==> src/rtl/blink_rate_detector.sv <==
// blink_rate_detector: classifies a square-wave input's half-period as 10/5/2/1 Hz.
// Optional stability filter on the synchronized input: define BLINK_DET_GLITCH_FILTER_EN.
module blink_rate_detector #(
    parameter logic [31:0] HALF_10HZ  = 32'd1200001,
    parameter logic [31:0] HALF_5HZ   = 32'd2400001,
    parameter logic [31:0] HALF_2HZ   = 32'd6000001,
    parameter logic [31:0] HALF_1HZ   = 32'd12000001,
    parameter int          TOL_SHIFT  = 4,
    parameter logic [31:0] TIMEOUT    = 32'd24000000,
    parameter int          FILTER_LEN = 16
) (
    input  logic       CLK,
    input  logic       RST,
    input  logic       i_blink,
    output logic [2:0] o_rate,
    output logic       o_locked,
    output logic       o_change
);

    typedef enum logic [1:0] {IDLE, ARMED, CAND, LOCKED} state_t;

    // The timeout must outlast the slowest accepted half-period.
    if (TIMEOUT <= HALF_1HZ + (HALF_1HZ >> TOL_SHIFT) || FILTER_LEN < 1) begin : g_bad_cfg
        $error("blink_rate_detector: TIMEOUT too small or FILTER_LEN < 1");
    end

    logic        s1_q, s2_q, hist_q, lvl, edge_det;
    logic [31:0] cnt_q, cnt_d;
    logic [2:0]  cls, cand_q, cand_d, rate_q, rate_d;
    logic        locked_q, change_q;
    state_t      state_q, state_d;

    function automatic logic hit(input logic [31:0] iv, input logic [31:0] half);
        logic [31:0] tol;
        tol = half >> TOL_SHIFT;
        return (iv >= half - tol) && (iv <= half + tol);
    endfunction

    // Two-flop synchronizer for the asynchronous pin.
    always_ff @(posedge CLK or posedge RST) begin
        if (RST) begin
            s1_q <= 1'b0;
            s2_q <= 1'b0;
        end else begin
            s1_q <= i_blink;
            s2_q <= s1_q;
        end
    end

`ifdef BLINK_DET_GLITCH_FILTER_EN
    localparam int FW = $clog2(FILTER_LEN + 1);
    logic          lvl_q;
    logic [FW-1:0] fcnt_q;
    // Accept a new level only once it has been stable for FILTER_LEN samples.
    always_ff @(posedge CLK or posedge RST) begin
        if (RST) begin
            lvl_q  <= 1'b0;
            fcnt_q <= '0;
        end else if (s2_q == lvl_q) begin
            fcnt_q <= '0;
        end else if (fcnt_q == FW'(FILTER_LEN - 1)) begin
            lvl_q  <= s2_q;
            fcnt_q <= '0;
        end else begin
            fcnt_q <= fcnt_q + 1'b1;
        end
    end
    assign lvl = lvl_q;
`else
    assign lvl = s2_q;
`endif

    assign edge_det = lvl ^ hist_q;
    assign cnt_d    = edge_det ? 32'd1 : (cnt_q < TIMEOUT ? cnt_q + 32'd1 : cnt_q);

    // History flop and interval counter; cnt_q on an edge cycle is the interval just ended.
    always_ff @(posedge CLK or posedge RST) begin
        if (RST) begin
            hist_q <= 1'b0;
            cnt_q  <= '0;
        end else begin
            hist_q <= lvl;
            cnt_q  <= cnt_d;
        end
    end

    // Map the measured interval to a rate code; windows are disjoint for sane parameters.
    always_comb begin
        cls = hit(cnt_q, HALF_10HZ) ? 3'd4 :
              hit(cnt_q, HALF_5HZ)  ? 3'd3 :
              hit(cnt_q, HALF_2HZ)  ? 3'd2 :
              hit(cnt_q, HALF_1HZ)  ? 3'd1 : 3'd0;
    end

    // Lock FSM: two matching intervals confirm a rate; edges take priority over timeout.
    always_comb begin
        state_d = state_q;
        cand_d  = cand_q;
        rate_d  = rate_q;
        if (edge_det) begin
            case (state_q)
                IDLE: state_d = ARMED;
                ARMED: begin
                    if (cls != 3'd0) begin
                        state_d = CAND;
                        cand_d  = cls;
                    end
                end
                CAND: begin
                    if (cls == 3'd0) begin
                        state_d = ARMED;
                    end else if (cls == cand_q) begin
                        state_d = LOCKED;
                        rate_d  = cls;
                    end else begin
                        cand_d = cls;
                    end
                end
                default: begin
                    if (cls != rate_q) begin
                        state_d = (cls == 3'd0) ? ARMED : CAND;
                        cand_d  = cls;
                        rate_d  = 3'd0;
                    end
                end
            endcase
        end else if (state_q != IDLE && cnt_q == TIMEOUT) begin
            state_d = IDLE;
            rate_d  = 3'd0;
        end
    end

    // FSM state and registered outputs.
    always_ff @(posedge CLK or posedge RST) begin
        if (RST) begin
            state_q  <= IDLE;
            cand_q   <= 3'd0;
            rate_q   <= 3'd0;
            locked_q <= 1'b0;
            change_q <= 1'b0;
        end else begin
            state_q  <= state_d;
            cand_q   <= cand_d;
            rate_q   <= rate_d;
            locked_q <= (state_d == LOCKED);
            change_q <= (rate_d != rate_q);
        end
    end

    assign o_rate   = rate_q;
    assign o_locked = locked_q;
    assign o_change = change_q;

endmodule
==> config.mk <==
export PLATFORM = sky130hd
export DESIGN_NAME = blink_rate_detector
export DESIGN_NICKNAME = d
export VERILOG_FILES = /design/src/rtl/blink_rate_detector.sv
export SDC_FILE = /design/constraint.sdc
export NUM_CORES = 1
export LEC_CHECK = 0
export CAP_MARGIN = 20
export CORE_AREA = 2 2 87 89
export DETAILED_ROUTE_END_ITERATION = 8
export DIE_AREA = 0 0 89 91
export MAX_ROUTING_LAYER = met4
export PLACE_DENSITY = 0.69
export SYNTH_ARGS = -nofsm -noshare
export SYNTH_HDL_FRONTEND = slang
export SYNTH_SLANG_ARGS = --single-unit
==> constraint.sdc <==
create_clock -name CLK -period 6.3 [get_ports CLK]
set_clock_uncertainty 0.15 [all_clocks]
set_input_delay 0.945 -clock CLK [delete_from_list [all_inputs] [get_ports CLK]]
set_output_delay 0.945 -clock CLK [all_outputs]
set_load 0.01 [all_outputs]
==> qor.yml, run 1 <==
status:
  status: "finished clean"
power_and_ir_drop:
  pwr-share-comb_pct: 9.6
  p_leak_nw: 1.49
  power.internal_mw: 0.479
  clkPwrFrac_pct: 42.2
  p_per_area_nw_per_um2: 169
  totalPowerFinal_mw: 0.638
  peakVddDrop_mv: 0.0850
  netSwitchingFraction_pct: 24.9
  p_seq_share_pct: 48.2
  power.switching_mw: 0.159
drt:
  viasPerCell: 6.19
  routed_wl_mm: 8.65
  wl_met3_um: 490
  wl_met2_mm: 3.88
  drc: 0
  dr.pass1.iters: 5
  drt_iter0_drc: 311
  top_layer: "met4"
  vias: 3157
  wl_per_cell_um: 17.0
  wl_met1_mm: 4.07
  ant_nets: 0
floorplan:
  rows: 31
  io_pins: 8
  die_w_um: 89
  start_util_pct: 49.4
  die_area_um2: 8100
  core_um2: 7140
  die_h_um: 91
setup_path:
  crit_path_end_kind: "register"
  startpoint_type: "register"
  cp.buffers_inverters: 0
  path_class: "reg2reg"
  worst_path_dominant_cell_family: "compound AO/OA/AOI/OAI gates"
  arrival_ps: 3610
  cp.required_ps: 6340
  crit_chain: "ha_1 > or4b_1 > a31o_1 > a22oi_1 > o41a_1 > o22ai_2 > xnor2_1 > o21ai_1 > o31ai_1 > a211o_1 > nand4_1"
  cpPeakStageDelay_ps: 560
  crit_fanout: 8
  cp_slowest_cell: "or4b_1"
finish:
  finalCoreUtilization_pct: 52.8
  nets: 416
  diodes: 0
  layout-drive-gt1-share_pct: 9.73
  syn_to_final_growth_pct: 6.85
cts:
  ctsResizeCount: 0
  clockBufferDepth: 2
  post_cts.repair.setup_buffers: 0
  insertion_delay_ps: 310
  path_clk_slew_ps: 90
  cts_hold_buf: 0
  numCtsBuffers: 5
  cts-root-buf: "clkbuf_8"
  cts_sinks: 45
  htree_levels: 2
  cts_tree: "done"
timing:
  slew_headroom_pct: 64.8
  setup_viol: 0
  worst_slew_pin_slew_ps: 524
  rsz0062_at_grt: "no"
  tns_ps: 0
  min_period_ps: 3570
  fmax_ghz: 0.280
  finalCritPeriodShare_pct: 56.7
  maxSlewViolCount: 0
  hold_violations: 0
worst_hold_path:
  min_path_type: "reg2reg"
yosys:
  ys_types: 85
  yosys_warnings: 0
  syn_area_um2: 3520
  synthCells: 423
  synth_edf_count: 0
  yosys_most_used_dff: "dfrtp_1"
  synth_seq_area_share_pct: 31.9
  synth_top_area_share_pct: 31.9
  yosys-top-cells-area: "dfrtp_1 (32%), nor2_1 (5.5%), xor2_1 (3.5%)"
  synthArstFlopShare_pct: 100
  synth_top_area_cell: "dfrtp_1"
  syn_area_per_cell_um2: 8.33
  ys_seq_elements: 45
  synth_fp_nets: 429
placement:
  hpwl_mm: 6.13
  io_buffer_count: 7
  place.gp.congestion: 0.964
global_routing:
  grt_start_max_net_pins: 46
  grt_use_total_pct: 23.5
  gr-total-overflow: 0
  grt_pass1_wl_mm: 14.7
  grt_pass1_vias: 2934
  antenna_found_initial: 0
job:
  drv_cap: 0
## layout make-up
cell class / count / area, µm²
repair buffers: 11 / 120
well taps: 99 / 124
clock inverters: 3 / 68.8
clock buffers: 5 / 68.8
inverters: 13 / 48.8
flip-flops and latches: 45 / 1130
multi-input cells: 334 / 2210
fillers: 708 / 3370
## cell families after synthesis
group,after synthesis,share of synthesized area [%]
flip-flops,45,31.9
XOR/XNOR,27,6.92
buffers and inverters,44,5.57
adder cells (fa/ha/maj),3,1.07
AND/OR/NAND/NOR,217,36.1
multiplexers,4,1.42
AO/OA/AOI/OAI,83,17.0
## Yosys cell counts, types with 3 or more instances
| cell type | instances |
|---|---|
| nor3_1 | 13 |
| and4_1 | 4 |
| nor2b_1 | 3 |
| nand3_1 | 20 |
| o21ai_1 | 6 |
| or3_1 | 3 |
| o31ai_1 | 5 |
| and2_1 | 11 |
| xor2_1 | 14 |
| nand4_1 | 13 |
| o2111a_1 | 3 |
| nand2b_1 | 8 |
| nor2_1 | 52 |
| a31oi_1 | 5 |
| and3_1 | 10 |
| nor4_1 | 7 |
| dfrtp_1 | 45 |
| clkbuf_1 | 12 |
| o21ai_0 | 13 |
| nand4b_1 | 4 |
| a21oi_1 | 16 |
| a211o_1 | 3 |
| nor3b_1 | 4 |
| xnor2_1 | 12 |
| buf_2 | 16 |
| ha_1 | 3 |
| nand4_2 | 3 |
| inv_1 | 13 |
| nand2_1 | 32 |
| nor4b_1 | 4 |
## power groups by stage
| stage | Clock (mW) | Combinational, mW | Sequential (mW) |
|---|---|---|---|
| 2_1_floorplan | 0 | 0.0538 | 0.305 |
| 3_3_place_gp | 0 | 0.0587 | 0.312 |
| 3_5_place_dp | 0 | 0.0601 | 0.313 |
| 4_1_cts | 0.277 | 0.0603 | 0.307 |
| 5_1_grt | 0.288 | 0.0710 | 0.309 |
| 6_report | 0.269 | 0.0615 | 0.307 |
## worst paths after layout
check	endpoint	depth (start not counted)	slack, ps	from
worst min-delay path	lvl	0	210	s1_q
worst max register to register	o_change	11	2730	cnt_q[0]
max in group asynchronous	cnt_q[8]	3	4670	RST
min in group asynchronous	cnt_q[27]	2	830	RST
worst max-delay path	o_change	11	2730	cnt_q[0]
worst min register to register	lvl	0	210	s1_q
## state kept, by name (all words and copies together) (netlist names)
name and flops:
o_change 1, lvl 1, hist_q 1, o_locked 1
o_rate 3, cand_q 3, cnt_q 32, s1_q 1
state_q 2
## cell usage in the layout, fill, tap and decap left out, drive strengths merged, types with 5 or more instances in the layout
cell type	n
dfrtp	45
nand2	32
clkdlybuf4s50	7
a21oi	16
o31ai	5
inv	14
xnor2	13
nor2	53
and2	11
clkbuf	5
o21ai	20
nand3	20
nor3	15
xor2	14
nand4	16
a31oi	5
nand2b	8
nor4	10
and3	11
## routing by layer
layer,global-route usage (%),vias to the layer above
li1,-,1516
met1,34.3,1502
met2,33.1,117
met3,4.09,22
met4,7.09,0
met5,-,-
## stage by stage
stage	setup slack, ps	hold slack [ps]	cell area, µm²	cells
2_1_floorplan	3050	181	3520	423
3_3_place_gp	2810	184	3600	501
3_5_place_dp	2810	188	3600	501
4_1_cts	2780	212	3740	509
5_1_grt	2440	213	3770	510
6_report	2730	214	3770	510
Power figures use the tool's default switching activity.
==> run 2: changes to the inputs <==
Clock period 6.3 ns to 3.6 ns, I/O delays scaled along.
==> run 2 against run 1 <==
Register-to-register slack worse by 2700 ps; sequential share of layout area is 0.63 points lower; core utilization grew 1.1 points; non-clock buffer count increased by 12; maximum frequency up 1.1%; via count increased by 0.25%; hold slack worse by 3.6 ps; largest power group unchanged; die area unchanged; sequential cell count stayed put; clock power grew 52%; combinational power rose by 74%.
==> qor.yml, run 2 (synthesis gave the netlist of run 1 again) <==
timing:
  min_period_ps: 3530  # was 3570 ps
  worst_slew_pin_slew_ps: 556  # was 524 ps
  slew_headroom_pct: 62.7  # was 64.8%
  rsz0062_at_grt: "yes"  # was no
  whs_ps: 211  # was 214 ps
  hold_violations: 0  # unchanged
  setup_viol: 0  # unchanged
  maxSlewViolCount: 0  # unchanged
  finalCritPeriodShare_pct: 98.1  # was 56.7%
  fmax_ghz: 0.283  # was 0.280 GHz
power_and_ir_drop:
  p_leak_nw: 1.55  # was 1.49 nW
  peakVddDrop_mv: 0.147  # was 0.0850 mV
  p_per_area_nw_per_um2: 274  # was 169 nW/µm²
  totalPowerFinal_mw: 1.05  # was 0.638 mW
global_routing:
  grt_use_total_pct: 23.8  # was 23.5%
  grt_pass1_vias: 2981  # was 2934
  grt_pass1_wl_mm: 15.0  # was 14.7 mm
  gr-total-overflow: 0  # unchanged
  antenna_found_initial: 0  # unchanged
  grt_start_max_net_pins: 46  # unchanged
setup_path:
  startpoint_type: "register"  # unchanged
  arrival_ps: 3590  # was 3610 ps
  path_class: "reg2reg"  # unchanged
  crit_fanout: 7  # was 8
  cp.required_ps: 3660  # was 6340 ps
  worst-r2r-setup-slack_ps: 70  # was 2730 ps
  crit_path_end_kind: "register"  # unchanged
finish:
  finalCoreUtilization_pct: 53.9  # was 52.8%
  diodes: 0  # unchanged
  regMostFlops: "cnt_q"  # unchanged
  fin_area_um2: 3850  # was 3770 µm²
  largest_reg_flops: 32  # unchanged
  syn_to_final_growth_pct: 9.16  # was 6.85%
  layout-drive-gt1-share_pct: 12.8  # was 9.73%
  nets: 428  # was 416
  final_cell_mix: "nor2_1 (52), dfrtp_1 (45), nand2_1 (32)"  # unchanged
  final_cell_count_no_fill: 522  # was 510
  layout_commonest_cell: "nor2_1"  # unchanged
placement:
  place.gp.congestion: 0.899  # was 0.964
  placed_area_um2: 3680  # was 3600 µm²
  hpwl_mm: 6.29  # was 6.13 mm
  dp.cells: 511  # was 501
  io_buffer_count: 7  # unchanged
floorplan:
  core_um2: 7140  # unchanged
  io_pins: 8  # unchanged
  die_area_um2: 8100  # unchanged
  start_util_pct: 49.4  # unchanged
  die_h_um: 91  # unchanged
  rows: 31  # unchanged
  die_w_um: 89  # unchanged
cts:
  insertion_delay_ps: 320  # was 310 ps
  path_clk_slew_ps: 90  # about the same
  cts_tree: "done"  # unchanged
  clockBufferDepth: 2  # unchanged
  cts-root-buf: "clkbuf_8"  # unchanged
  numCtsBuffers: 5  # unchanged
  cts_hold_buf: 0  # unchanged
  cts_sinks: 45  # unchanged
  htree_levels: 2  # unchanged
drt:
  viasPerCell: 6.06  # was 6.19
  wl_per_cell_um: 16.7  # was 17.0 µm
  routed_wl_mm: 8.71  # was 8.65 mm
  drt_iter0_drc: 209  # was 311
  vias: 3165  # was 3157
  drc: 0  # unchanged
  ant_nets: 0  # unchanged
  dr.pass1.iters: 5  # unchanged
job:
  drv_cap: 0  # unchanged
status:
  status: "finished clean"  # unchanged
worst_hold_path:
  min_path_type: "reg2reg"  # unchanged
==> run 2: cell types whose count changed in the layout (fill, tap and decap cells not counted), sizes merged <==
cell	before	now
buf	4	16
bufinv	2	1
inv	14	15
==> run 2: worst max-delay path: stages, from the launching register on <==
cell and delay (ps):
dfrtp_1 430, inv_1 90, ha_1 200, or3b_1 370, or4_1 480, o2111a_1 190
or3_4 410, nand4_2 170, o21ai_1 90, a311oi_1 330, a31o_2 220, mux2_4 310
==> run 2: repair_timing <==
item                                    4_1_cts  5_1_grt
buffers inserted                              0        2
gates resized for setup                       0        3
endpoints found under the setup margin        0        5
==> run 2: report_power, final <==
group	switching [mW]	internal, mW
logic	0.0635	0.0432
registers	0.0225	0.516
clock network	0.197	0.212
total	0.283	0.771
==> run 2: cell type report <==
type / count / area, µm²
clock inverters: 3 / 47.5
well taps: 99 / 124
clock buffers: 5 / 68.8
multi-input cells: 334 / 2220
repair buffers: 23 / 210
fillers: 691 / 3290
flip-flops and latches: 45 / 1130
inverters: 13 / 48.8
==> run 2: layer usage <==
metal	global-route usage [%]	share of wire [%]	vias to the layer above
met2	34.1	46	97
met3	3.73	4.7	15
met5	-	0	-
li1	-	-	1541
met1	34.6	47	1512
met4	6.97	1.9	0
==> run 2: path summary, 6_finish.rpt <==
kind | startpoint | endpoint | depth (start not counted)
setup / recovery | cnt_q[1] | cand_q[0] | 11
hold / removal | s1_q | lvl | 0
setup reg to reg | cnt_q[1] | cand_q[0] | 11
hold reg to reg | s1_q | lvl | 0
max in group asynchronous | RST | cnt_q[8] | 3
min in group asynchronous | RST | s1_q | 2
==> run 2: through the flow <==
stage / setup TNS (ps) / setup WS, ps
6_report: 0 / 69.5
5_1_grt: -63.0 / -33.3
4_1_cts: 0 / 100
3_5_place_dp: 0 / 114
3_3_place_gp: 0 / 192
2_1_floorplan: 0 / 352
==> run 3: changes to the inputs <==
Settings changed: CORE_AREA 2 2 87 89 to 2 2 79 99, DIE_AREA 0 0 89 91 to 0 0 81 101, PLACE_DENSITY 0.69 to 0.68, SLEW_MARGIN from default to 20.
==> run 3 against run 2 <==
Die area rose by 1.0%; critical path type unchanged; first-iteration DRC count fell by 2.4%; non-clock buffer count rose by 6; cell count did not move; final area rose by 3.3%; hold slack improved by 13 ps.
==> qor.yml, run 3 (synthesis gave the netlist of run 1 again) <==
placement:
  place.gp.congestion: 0.983  # was 0.899
  placed_area_um2: 3700  # was 3680 µm²
  io_buffer_count: 7  # unchanged
  place_ws_ps: 34.3  # was 114 ps
  hpwl_mm: 6.76  # was 6.29 mm
power_and_ir_drop:
  peakVddDrop_mv: 0.200  # was 0.147 mV
  p_per_area_nw_per_um2: 271  # was 274 nW/µm²
  p_leak_nw: 1.59  # was 1.55 nW
global_routing:
  antenna_found_initial: 0  # unchanged
  grt_use_total_pct: 25.2  # was 23.8%
  grt_pass1_wl_mm: 15.5  # was 15.0 mm
  grt_start_max_net_pins: 46  # unchanged
  gr-total-overflow: 0  # unchanged
  grt_pass1_vias: 3136  # was 2981
floorplan:
  die_area_um2: 8180  # was 8100 µm²
  rows: 35  # was 31
  io_pins: 8  # unchanged
  die_h_um: 101  # was 91 µm
  die_w_um: 81  # was 89 µm
  start_util_pct: 48.5  # was 49.4%
  core_um2: 7270  # was 7140 µm²
drt:
  viasPerCell: 6.33  # was 6.06
  drc: 0  # unchanged
  vias: 3303  # was 3165
  routed_wl_mm: 9.49  # was 8.71 mm
  ant_nets: 0  # unchanged
  wl_per_cell_um: 18.2  # was 16.7 µm
  dr.pass1.iters: 5  # unchanged
  drt_iter0_drc: 204  # was 209
cts:
  cts_sinks: 45  # unchanged
  path_clk_slew_ps: 110  # was 90 ps
  cts_hold_buf: 0  # unchanged
  clockBufferDepth: 2  # unchanged
  cts-root-buf: "clkbuf_8"  # unchanged
  htree_levels: 2  # unchanged
  numCtsBuffers: 5  # unchanged
  insertion_delay_ps: 320  # about the same
  cts_tree: "done"  # unchanged
finish:
  diodes: 0  # unchanged
  fillerInstances: 702  # was 691
  layout-drive-gt1-share_pct: 15.8  # was 12.8%
  layout_commonest_cell: "nor2_1"  # unchanged
  nets: 435  # was 428
  final_cell_mix: "nor2_1 (52), dfrtp_1 (45), nand2_1 (32)"  # unchanged
  fin_area_um2: 3980  # was 3850 µm²
  largest_reg_flops: 32  # unchanged
  syn_to_final_growth_pct: 12.8  # was 9.16%
  regMostFlops: "cnt_q"  # unchanged
timing:
  setup_slack_ps: 140  # was 69.5 ps
  setup_viol: 0  # unchanged
  tns_ps: 0  # unchanged
  min_period_ps: 3460  # was 3530 ps
  slew_headroom_pct: 59.2  # was 62.7%
  hold_violations: 0  # unchanged
  finalCritPeriodShare_pct: 96.1  # was 98.1%
  rsz0062_at_grt: "no"  # was yes
  worst_slew_pin_slew_ps: 608  # was 556 ps
  maxSlewViolCount: 0  # unchanged
  fmax_ghz: 0.289  # was 0.283 GHz
status:
  status: "finished clean"  # unchanged
setup_path:
  path_class: "reg2reg"  # unchanged
  crit_fanout: 5  # was 7
  arrival_ps: 3510  # was 3590 ps
  startpoint_type: "register"  # unchanged
  cp.required_ps: 3650  # was 3660 ps
  crit_path_end_kind: "register"  # unchanged
worst_hold_path:
  min_path_type: "reg2reg"  # unchanged
job:
  drv_cap: 0  # unchanged
[run 3: worst max-delay path, stage by stage (launching register included)]
cell and delay [ps]:
dfrtp_1 440, inv_1 130, ha_4 170, or3b_1 360, or4_1 490, o2111a_1 200
or3_4 430, xor2_4 210, nand4_4 140, a31o_2 320, mux2_4 300
[run 3: area by class of cell]
type	instances	area (µm²)	share of cell area, %
clock buffers	5	68.8	1.73
clock inverters	3	50.0	1.26
inverters	13	48.8	1.23
multi-input cells	335	2310	58.1
flip-flops and latches	45	1130	28.3
well taps	92	115	2.89
repair buffers	29	255	6.42
[run 3: per-stage QoR]
stage | instances | util, % | power (mW) | hold WS [ps]
4_1_cts | 517 | 52.6 | 1.07 | 231
3_3_place_gp | 509 | 51.0 | 0.651 | 198
2_1_floorplan | 423 | - | 0.628 | 181
6_report | 522 | 54.7 | 1.08 | 223
5_1_grt | 522 | 54.7 | 1.13 | 240
3_5_place_dp | 509 | 51.0 | 0.655 | 200
[run 3: final timing paths]
path                             end  cells after the start  startpoint  slack (ps)
setup reg to reg           cand_q[0]                     10    cnt_q[1]         140
hold / removal                   lvl                      0        s1_q         220
min in group asynchronous  cnt_q[30]                      2         RST         410
hold reg to reg                  lvl                      0        s1_q         220
max in group asynchronous  cnt_q[21]                      3         RST        2400
setup / recovery           cand_q[0]                     10    cnt_q[1]         140
[run 3: power by group]
part           switching [mW]  total (mW)  internal, mW
combinational          0.0690       0.117        0.0481
sequential             0.0244       0.541         0.516
clock                   0.207       0.420         0.213
total                   0.301        1.08         0.777
[run 3: metal layers]
layer  global-route usage, %  vias to the layer above  routed length [µm]
met5                       -                        -                   0
met4                    12.4                        0                 444
met3                    2.96                       37                 452
met2                    41.3                      130                4680
met1                    30.4                     1583                3910
li1                        -                     1553                   -
[run 3: repair_timing]
item	4_1_cts	5_1_grt
gates resized for setup	0	15
buffers inserted	0	3
cloned	0	1
endpoints found under the setup margin	3	8
pin swaps	1	6
==> edit, RTL diff (flow settings as in run 1) <==
The option `BLINK_DET_GLITCH_FILTER_EN` is turned on by a define.
--- a/src/rtl/blink_rate_detector.sv
+++ b/src/rtl/blink_rate_detector.sv
@@ -2,2 +2,4 @@
 // Optional stability filter on the synchronized input: define BLINK_DET_GLITCH_FILTER_EN.
+`define BLINK_DET_GLITCH_FILTER_EN
+
 module blink_rate_detector #(
Check against the original RTL: same outputs for any inputs over 10 cycles, from zero or initial values and one cycle with RST high; that may be too few to reach the edited logic, so the function may still have changed.
==> edit against run 1 <==
- setup slack worse by 0.17 ns
- power is 11% higher
- synthesized area grew 7.7%
- sequential cell count up 6
- clock power down 23%
- utilization grew 3.3 points
- cell area increased by 6.2%
- wire length is 7.8% higher
- worst hold slack worse by 0.0059 ns
- critical endpoint is now cand_q[1]$_DFFE_PP0P_
==> edit: results (changes against run 1) <==
power:
  switching_share_pct: 32.7  # +7.8 points
  ir_drop_mv: 0.114  # +35%
logic_synthesis:
  synthDistinctLibCells: 73  # -14%
  synth_area_leaders: "dfrtp_1 (34%), nor2_1 (4.8%), nand2_1 (4.2%)"
  synthMuxAreaShare_pct: 1.42  # -0.0027 points
  synth_commonest_cells: "dfrtp_1 (51), nor2_1 (49), nand2_1 (42)"
  synthAdderAreaFrac_pct: 1.32  # +0.25 points
  synthXorXnorAreaFrac_pct: 6.23  # -0.69 points
  synth_compound_area_share_pct: 19.2  # +2.2 points
  yosysSeqAreaShare_pct: 33.6  # +1.7 points
drt:
  post_drt_wl_per_cell_um: 17.3  # +1.8%
  drt_iter0_markers: 437  # +41%
  postRouteWirelength_mm: 9.32  # +7.8%
  vias_per_cell: 6.45  # +4.2%
cts:
  clk_pin_slew_ns: 0.11  # +0.02 ns
worst_hold_path:
  hold_path.startpoint: "s1_q$_DFF_PP0_"
  hold_end: "s2_q$_DFF_PP0_"
grt:
  grt_max_degree: 52  # +13%
  grt_pass1_vias: 3194  # +8.9%
  grt_pass1_wl_mm: 15.7  # +7.3%
final_layout:
  drive_above_1_share_pct: 9.98  # +0.24 points
  nFillCells: 692  # -2.3%
timing:
  period_share_pct: 59.3  # +2.6 points
  worst_hold_slack_ns: 0.208  # -0.00594 ns
placed_design:
  dpl_worst_slack_ns: 2.63  # -0.185 ns
  dp_cells: 531  # +6.0%
  dp_hpwl_mm: 6.59  # +7.5%
  place_area_um2: 3880  # +7.8%
setup_path:
  arrival_ns: 3.80  # +0.19 ns
  crit_fanout: 10  # +2
  worstSetupEndpoint: "cand_q[1]$_DFFE_PP0P_"
run_status:
  status: "complete, no violations"
[edit: cell count changes after synthesis, moves of 5 or more]
cell / delta
o2111ai_1: +9
nand4_1: +7
buf_2: -14
a21o_1: +6
dfrtp_1: +6
clkbuf_1: +17
and3_1: -5
nand2_1: +10
nand3_1: +6
o21ai_1: -6
[edit: kinds of logic after synthesis]
group	Yosys count
AOI/OAI and AO/OA	95
xor gates and xnor gates	27
adders and majority gates	4
buffers and inverters	48
DFF	51
muxes	5
and+or+nand+nor	225
[edit: critical path, stage by stage, from the launching register on]
cell and delay [ns]:
dfrtp_1 0.46, ha_1 0.27, or4b_4 0.55, a2111oi_2 0.36
o211ai_1 0.20, a31oi_4 0.25, a21o_1 0.31, a32oi_2 0.20
nand3_2 0.15, nand3_2 0.09, o221ai_2 0.27, mux2_1 0.35
[edit: power groups by stage]
stage	logic (mW)	clock network, mW	registers [mW]
global placement	0.103	0	0.401
floorplan	0.121	0	0.360
CTS	0.106	0.215	0.395
global route	0.121	0.228	0.403
detailed placement	0.105	0	0.401
finish	0.108	0.207	0.396
[edit: cell type report]
| cell class | instances | area (µm²) | share of cell area [%] |
|---|---|---|---|
| Timing Repair Buffer | 11 | 113 | 2.82 |
| Clock inverter | 3 | 27.5 | 0.688 |
| Tap cell | 99 | 124 | 3.10 |
| Clock buffer | 5 | 68.8 | 1.72 |
| Multi-Input combinational cell | 356 | 2330 | 58.4 |
| Inverter | 15 | 56.3 | 1.41 |
| Sequential cell | 51 | 1280 | 31.9 |
[edit: layer usage]
layer | GRT usage (%) | wire length (µm) | part of all wire, %
met4 | 6.09 | 174 | 1.9
met2 | 35.9 | 4340 | 47
met3 | 3.36 | 525 | 5.6
met5 | - | 0 | 0
met1 | 36.9 | 4280 | 46
